## src/rtl/ps2_host_tx.sv

```systemverilog
// PS/2 host-to-device command transmitter: inhibit, start, 8 data bits LSB-first, odd parity, stop, device ACK.
// Latency: device clock fall to data change is 3 cycles, and done_out comes 3 cycles after both lines go idle.
// Backpressure: one byte in flight; valid_in is taken only while ready_out is high. PS2_HOST_TX_TIMEOUT_EN enables the watchdog.
module ps2_host_tx #(
  parameter int CLK_PERIOD_NS    = 13,
  parameter int INHIBIT_US       = 120,
  parameter int START_TIMEOUT_US = 15000,
  parameter int BIT_TIMEOUT_US   = 2000
) (
  input  logic       clk_in,
  input  logic       rst_n_in,
  input  logic [7:0] data_in,
  input  logic       valid_in,
  output logic       ready_out,
  output logic       busy_out,
  output logic       done_out,
  output logic       ack_out,
  output logic       error_out,
  input  logic       ps2_clk_in,
  input  logic       ps2_data_in,
  output logic       ps2_clk_low_out,
  output logic       ps2_data_low_out
);

  localparam int INHIBIT_CYCLES = INHIBIT_US * 1000 / CLK_PERIOD_NS;
  localparam int INH_W          = $clog2(INHIBIT_CYCLES + 1);

  typedef enum logic [2:0] {IDLE, INHIBIT, START, REQ, BITS, WAIT_IDLE} state_t;

  state_t           state;
  logic [1:0]       clk_sync;
  logic [1:0]       data_sync;
  logic             clk_prev;
  logic             fall;
  logic             lines_idle;
  logic             wd_expired;
  logic [9:0]       frame;
  logic [3:0]       bit_cnt;
  logic [INH_W-1:0] inh_cnt;

  // Sync flops reset to 1 so an idle (pulled-up) bus never looks like a falling edge.
  always_ff @(posedge clk_in or negedge rst_n_in) begin
    if (!rst_n_in) begin
      clk_sync  <= 2'b11;
      data_sync <= 2'b11;
      clk_prev  <= 1'b1;
    end else begin
      clk_sync  <= {clk_sync[0], ps2_clk_in};
      data_sync <= {data_sync[0], ps2_data_in};
      clk_prev  <= clk_sync[1];
    end
  end

  assign fall       = clk_prev & ~clk_sync[1];
  assign lines_idle = clk_sync[1] & data_sync[1];

`ifdef PS2_HOST_TX_TIMEOUT_EN
  localparam int START_CYCLES = START_TIMEOUT_US * 1000 / CLK_PERIOD_NS;
  localparam int BIT_CYCLES   = BIT_TIMEOUT_US * 1000 / CLK_PERIOD_NS;
  localparam int WD_MAX       = (START_CYCLES > BIT_CYCLES) ? START_CYCLES : BIT_CYCLES;
  localparam int WD_W         = $clog2(WD_MAX + 1);

  logic [WD_W-1:0] wd_cnt;

  // Loaded one cycle ahead of REQ so expiry lands exactly START_CYCLES after clock release.
  always_ff @(posedge clk_in or negedge rst_n_in) begin
    if (!rst_n_in) begin
      wd_cnt <= '0;
    end else if (state == START) begin
      wd_cnt <= WD_W'(START_CYCLES - 1);
    end else if (fall && (state == REQ || state == BITS)) begin
      wd_cnt <= WD_W'(BIT_CYCLES - 1);
    end else if (wd_cnt != '0) begin
      wd_cnt <= wd_cnt - 1'b1;
    end
  end

  assign wd_expired = (wd_cnt == '0) && (state == REQ || state == BITS || state == WAIT_IDLE);
`else
  assign wd_expired = 1'b0;
`endif

  always_ff @(posedge clk_in or negedge rst_n_in) begin
    if (!rst_n_in) begin
      state            <= IDLE;
      frame            <= '0;
      bit_cnt          <= '0;
      inh_cnt          <= '0;
      ps2_clk_low_out  <= 1'b0;
      ps2_data_low_out <= 1'b0;
      ready_out        <= 1'b1;
      busy_out         <= 1'b0;
      done_out         <= 1'b0;
      ack_out          <= 1'b0;
      error_out        <= 1'b0;
    end else begin
      done_out  <= 1'b0;
      error_out <= 1'b0;
      case (state)
        IDLE: begin
          ready_out <= 1'b1;
          busy_out  <= 1'b0;
          if (valid_in && ready_out) begin
            frame           <= {1'b1, ~^data_in, data_in};
            ack_out         <= 1'b0;
            inh_cnt         <= '0;
            bit_cnt         <= '0;
            ps2_clk_low_out <= 1'b1;
            ready_out       <= 1'b0;
            busy_out        <= 1'b1;
            state           <= INHIBIT;
          end
        end
        INHIBIT: begin
          if (inh_cnt == INH_W'(INHIBIT_CYCLES - 1)) begin
            ps2_data_low_out <= 1'b1;
            state            <= START;
          end else begin
            inh_cnt <= inh_cnt + 1'b1;
          end
        end
        START: begin
          ps2_clk_low_out <= 1'b0;
          state           <= REQ;
        end
        REQ: begin
          if (fall) begin
            ps2_data_low_out <= ~frame[0];
            bit_cnt          <= 4'd1;
            state            <= BITS;
          end else if (wd_expired) begin
            ps2_clk_low_out  <= 1'b0;
            ps2_data_low_out <= 1'b0;
            error_out        <= 1'b1;
            state            <= IDLE;
          end
        end
        BITS: begin
          // An edge arriving in the expiry cycle still counts as progress.
          if (fall) begin
            if (bit_cnt == 4'd10) begin
              ack_out <= ~data_sync[1];
              state   <= WAIT_IDLE;
            end else begin
              ps2_data_low_out <= ~frame[bit_cnt];
              bit_cnt          <= bit_cnt + 1'b1;
            end
          end else if (wd_expired) begin
            ps2_clk_low_out  <= 1'b0;
            ps2_data_low_out <= 1'b0;
            error_out        <= 1'b1;
            state            <= IDLE;
          end
        end
        WAIT_IDLE: begin
          if (lines_idle) begin
            done_out <= 1'b1;
            state    <= IDLE;
          end else if (wd_expired) begin
            ps2_clk_low_out  <= 1'b0;
            ps2_data_low_out <= 1'b0;
            error_out        <= 1'b1;
            state            <= IDLE;
          end
        end
        default: state <= IDLE;
      endcase
    end
  end

endmodule

```

## config.mk

```make
export PLATFORM = sky130hd
export DESIGN_NAME = ps2_host_tx
export DESIGN_NICKNAME = d
export VERILOG_FILES = /design/src/rtl/ps2_host_tx.sv
export SDC_FILE = /design/constraint.sdc
export NUM_CORES = 1
export LEC_CHECK = 0
export BUFFER_PORTS_ARGS = -buffer_cell sky130_fd_sc_hd__buf_2
export CAP_MARGIN = 10
export CORE_MARGIN = 2
export CORE_UTILIZATION = 36
export CTS_CLUSTER_DIAMETER = 120
export DETAILED_ROUTE_END_ITERATION = 8
export PLACE_DENSITY = 0.57
export SLEW_MARGIN = 20
export SYNTH_ARGS = -nofsm -noshare
export SYNTH_HDL_FRONTEND = slang
export SYNTH_SLANG_ARGS = --single-unit
```

## constraint.sdc

```tcl
create_clock -name clk_in -period 3.1 [get_ports clk_in]
set_clock_uncertainty 0.1 [all_clocks]
set_input_delay 0.155 -clock clk_in [delete_from_list [all_inputs] [get_ports clk_in]]
set_output_delay 0.155 -clock clk_in [all_outputs]
set_load 0.01 [all_outputs]
```

# Word-level counts from Yosys, hierarchy flattened

Index checks and enable logic that the tools add are counted.

Word-level logic and storage cells: 84
Register bits after elaboration: 42
Output and inout port bits: 7
Input bits: 13

Equality and inequality tests: 15
Reductions and logical operators: 15
Add/sub/neg operators: 2
Multiplexer cells: 32
Magnitude comparators: 1
Bitwise logic cells: 6

Operators with widths:

| kind                  | number |
|---|---|
| $mux 14               | 2 |
| $pmux 14 s2           | 1 |
| $mux 3                | 6 |
| $pmux 3 s6            | 1 |
| $mux 4                | 4 |
| $ne 2x2->1 const B    | 8 |
| $add 14x1->14 const B | 1 |
| $eq 14x14->1 const B  | 1 |
| $mux 1                | 13 |
| $pmux 4 s3            | 1 |
| $reduce_and 5->1      | 2 |
| $reduce_xnor 8->1     | 1 |
| $eq 3x2->1 const B    | 2 |
| $eq 3x3->1 const B    | 2 |
| $reduce_and 6->1      | 1 |
| $reduce_bool 2->1     | 3 |
| $reduce_bool 3->1     | 2 |
| $lt 4x5->1 const B    | 1 |
| $add 4x1->4 const B   | 1 |
| $bmux 1 s4            | 1 |
| $eq 4x4->1 const B    | 1 |
| $not 1->1             | 4 |
| $pmux 1 s2            | 2 |
| $reduce_and 2->1      | 2 |
| other kinds (7)       | 8 |

# Longest topological paths before layout

Depth in word-level cells: 6
Gate-level depth with buffers: 8
Gate-level depth less buffers: 7

# Worst setup path after synthesis

No wires, ideal clock.

Path type: reg-to-reg
Start: register bit_cnt[0]
End: register bit_cnt[2]
Buffers on the path: 1
Period minus slack after synthesis: 2.265 ns
Cell stages (with the launch flop): 9
Required time: 2.933 ns
Slack: 0.835 ns
Arrival time: 2.098 ns
Library setup time: 0.067 ns
Cell sequence: dfrtp_1 -> clkbuf_1 -> inv_1 -> ha_1 -> nand3b_1 -> a31o_2 -> a22oi_1 -> or4b_2 -> nand2_1

Word-level cells in the longest chain between the ends: 4
Elaborated cells on any way between the ends: 7
Those cells by class: add/sub (1); eq/ne (2); mux (3); reduce/logical (1)

Ends and longest elaborated chain:

| element                | RTL line | source |
|---|---|---|
| from (decl)            | 38       | `logic [3:0] bit_cnt;` |
| from (signal assigned) | 146      | `bit_cnt <= bit_cnt + 1'b1;` |
| $add 4x1->4            | 146      |  |
| $mux 4                 | 141      | `if (bit_cnt == 4'd10) begin` |
| $mux 4                 | 140      | `if (fall) begin` |
| $pmux 4 s3             | 99       | `case (state)` |

Several ways; a longest one is shown, not always the timed one. The select of a mux whose other input is x is not followed.
A chain may end at the register's enable or synchronous reset.

# Final worst setup path

Ends and elaborated chain as after synthesis.

==> key figures <==
Global route
  • Total track usage: 14.3%
  • Total gr overflow: 0
  • Vias in the first global route: 1612
  • Antenna violations before repair: 0
  • Largest net degree at the start of global routing: 43
  • First-pass GRT wire length: around 7400 um

Synthesis
  • Top cells by area, synth: dfrtp_1 41%, dfstp_2 7.2%, nand2_1 7.2%, xnor2_1 4.4%, mux2i_1 3.7%
  • Sequential area share after synthesis: 48.5%
  • Number of synthesized flops with an enable pin: 0
  • Post-Syn Area: 0.00218 mm2
  • Synthesized area per cell: approximately 9.4 um2
  • Synth Instances: about 230
  • Asr flop ratio synth: 100%
  • Synth Register Bits: 42
  • YS warnings: 0
  • Syn nets: 250
  • Leading area contributor after synthesis: dfrtp_1
  • Cell variety after synth: 51
  • Main synth FF type: dfrtp_1
  • Yosys top cell area share: 41.2%

Critical path
  • FF-to-FF setup slack: around 0.81 ns
  • Data arrival, critical path: roughly 2.4 ns
  • CP Max Fanout: 12
  • CP Class: register to register
  • CP Launch Type: register
  • Endpoint class of the critical path: register
  • Worst EP required: between 3 and 4 ns

Detailed routing
  • DRT iter0 DRCs: 57
  • Via density: between 4 and 5
  • Wire per inst: roughly 13 um
  • Vias: 1661
  • Antenna viol nets, final: 0
  • Total wire length: 4320 um
  • DRC Markers: 0
  • TritonRoute pass-1 iters: 4

Outcome
  • Status: finished, final reports clean

Finish
  • Antenna cell count: 0
  • Final Cell Area: ~0.0025 mm2
  • Area Overhead vs Synth: 15.6%
  • Core Util, Final: 42.9%
  • Share of post-route cells with drive strength above 1: roughly 16%
  • Nets@finish: 275

Die
  • Core area: 0.00589 mm2
  • Die height: about 82 um
  • Row count: 28
  • Starting density of the core: a little under two fifths
  • Die Footprint: 0.00671 mm2
  • Io pins: 20
  • Die Wd: 81.9 um

Pwr
  • Cell Pwr Density: 386 mW/mm2
  • P_leak: 1.19 nW
  • Worst vdd ir: 0.000157 V

Clock network
  • TritonCTS clock tree: yes
  • Clock transition at the registers of the reported paths: about 0.080 ns
  • Post-cts resize count: 0
  • Worst-Skew Late Latency: 0.30 ns
  • Total CTS buffers: 5
  • H-Tree Depth: 2
  • Clock root cell: clkbuf_8
  • CTS sink cnt: between 40 and 50
  • Longest Clk Path Bufs: 2

Timing
  • Setup TNS: 0 ns
  • Slew Limit Fails: 0
  • Worst-margin pin slew: 0.937 ns
  • Final setup vio count: 0
  • Crit path time final: about 2.3 ns
  • Relative slew slack: 37.5%
  • Fmax: ~0.44 GHz
  • Fin. Hold Viols: 0
  • Crit share post-route: between 70 and 80%
  • RSZ-0062 raised after global routing: no

Place
  • HPWL Detailed: 2880 um
  • Post-DP Area: 0.00232 mm2
  • Port Buf Inserts: 18
  • Routability cong.: roughly 0.83

Run
  • Max_cap viols: 0

Worst hold path
  • Hold WC Path Type: primary input to register
-- cell families after synthesis --
kind of cell | after synthesis | synth area share, %
compound gates | 37 | 11.1
flops | 42 | 48.5
simple gates | 104 | 24.2
other cells | 1 | 0.172
fa+ha+maj | 4 | 2.29
buf+inv | 23 | 4.47
mux | 8 | 3.67
xor+xnor | 14 | 5.61
-- synthesized netlist by cell type, types with 2 or more instances --
library cell  count
a21o_1            2
a21oi_1           5
a22o_1            2
a22oi_1           2
a31oi_1           3
and2_1            2
and3_1            3
buf_2             2
buf_4             2
clkbuf_1          7
dfrtp_1          36
dfstp_2           6
ha_1              4
inv_1            10
mux2i_1           8
nand2_1          42
nand3_1           6
nand3b_1          3
nand4_1           6
nor2_1           17
nor2b_1           2
nor3_1            6
o211ai_1          2
o21ai_0          13
o31ai_1           2
or3_1             3
xnor2_1          11
xor2_1            3
-- registers in the layout (all words and copies together), names as in the netlist --
name and flops:
busy_out 1, inh_cnt 14, data_sync 2, bit_cnt 4, frame 10, clk_sync 2, ps2_clk_low_out 1, ready_out 1
state 3, ack_out 1, ps2_data_low_out 1, done_out 1, clk_prev 1
-- timing repair --
action                    CTS  global route
hold buffers               11             0
setup buffers               0             0
hold endpoints to repair   46             0
-- power breakdown --
| group | leakage, nW | internal [mW] | switching, mW |
|---|---|---|---|
| Sequential | 0.494 | 0.553 | 0.00221 |
| Combinational | 0.647 | 0.0256 | 0.0251 |
| Clock | 0.0482 | 0.180 | 0.187 |
| Total | 1.19 | 0.759 | 0.215 |
-- layout by cell type, fill, tap and decap left out, types with 2 or more instances in the layout --
cell type,Yosys,final
nand2_1,42,42
dfrtp_1,36,36
buf_2,2,18
nor2_1,17,17
o21ai_0,13,13
xnor2_1,11,11
dlygate4sd3_1,0,11
inv_1,10,10
mux2i_1,8,8
nand3_1,6,6
nand4_1,6,6
nor3_1,6,6
dfstp_2,6,6
clkbuf_8,0,6
a21oi_1,5,5
ha_1,4,4
nand3b_1,3,3
and3_1,3,3
a31oi_1,3,3
or3_1,3,3
xor2_1,3,3
nor2b_1,2,2
a21o_1,2,2
a22oi_1,2,2
a22o_1,2,2
and2_1,2,2
o31ai_1,2,2
o211ai_1,2,2
buf_4,2,2
-- metrics by stage --
stage / hold WS (ns) / total power [mW] / setup WS (ns) / cells
after floorplan: -0.241 / 0.584 / 0.835 / 233
after global placement: 0.163 / 0.608 / 0.889 / 315
after detailed placement: 0.165 / 0.608 / 0.812 / 315
after CTS: 0.0700 / 0.990 / 0.788 / 334
after global routing: 0.0917 / 1.02 / 0.632 / 334
final: 0.0753 / 0.973 / 0.807 / 334
-- worst paths after layout --
check,start,cells past startpoint,end
hold / removal,valid_in,3,ps2_clk_low_out$_DFFE_PN0P_
max in group asynchronous,rst_n_in,2,inh_cnt[5]$_DFFE_PN0P_
min in group asynchronous,rst_n_in,2,bit_cnt[1]$_DFFE_PN0P_
hold reg to reg,clk_sync[0]$_DFF_PN1_,0,clk_sync[1]$_DFF_PN1_
setup / recovery,bit_cnt[0]$_DFFE_PN0P_,7,bit_cnt[2]$_DFFE_PN0P_
setup reg to reg,bit_cnt[0]$_DFFE_PN0P_,7,bit_cnt[2]$_DFFE_PN0P_
-- metal layers --
layer  track usage [%]  share of wire (%)  vias up
met3              3.63                3.3        6
met1              19.4                 50      788
met4              4.50                1.3        0
met2              22.3                 45       19
met5                 0                  0        -
li1                  -                  -      848
-- layout make-up --
cell class | count | area (um2)
inverter | 10 | 37.5
timing repair buffer | 31 | 215
clock buffer | 7 | 86.3
tap | 75 | 93.8
sequential | 42 | 1060
fill | 607 | 3360
multi-input combinational | 168 | 1030
clock inverter | 1 | 5.00
-- worst max-delay path: stages, from the launching register on --
cell and delay [ns]:
dfrtp_1 0.63, inv_1 0.09, ha_1 0.20, nand3b_1 0.16
a31o_2 0.19, a22oi_1 0.12, or4b_2 0.65, nand2_1 0.09
(Power assumes the default switching activity.)
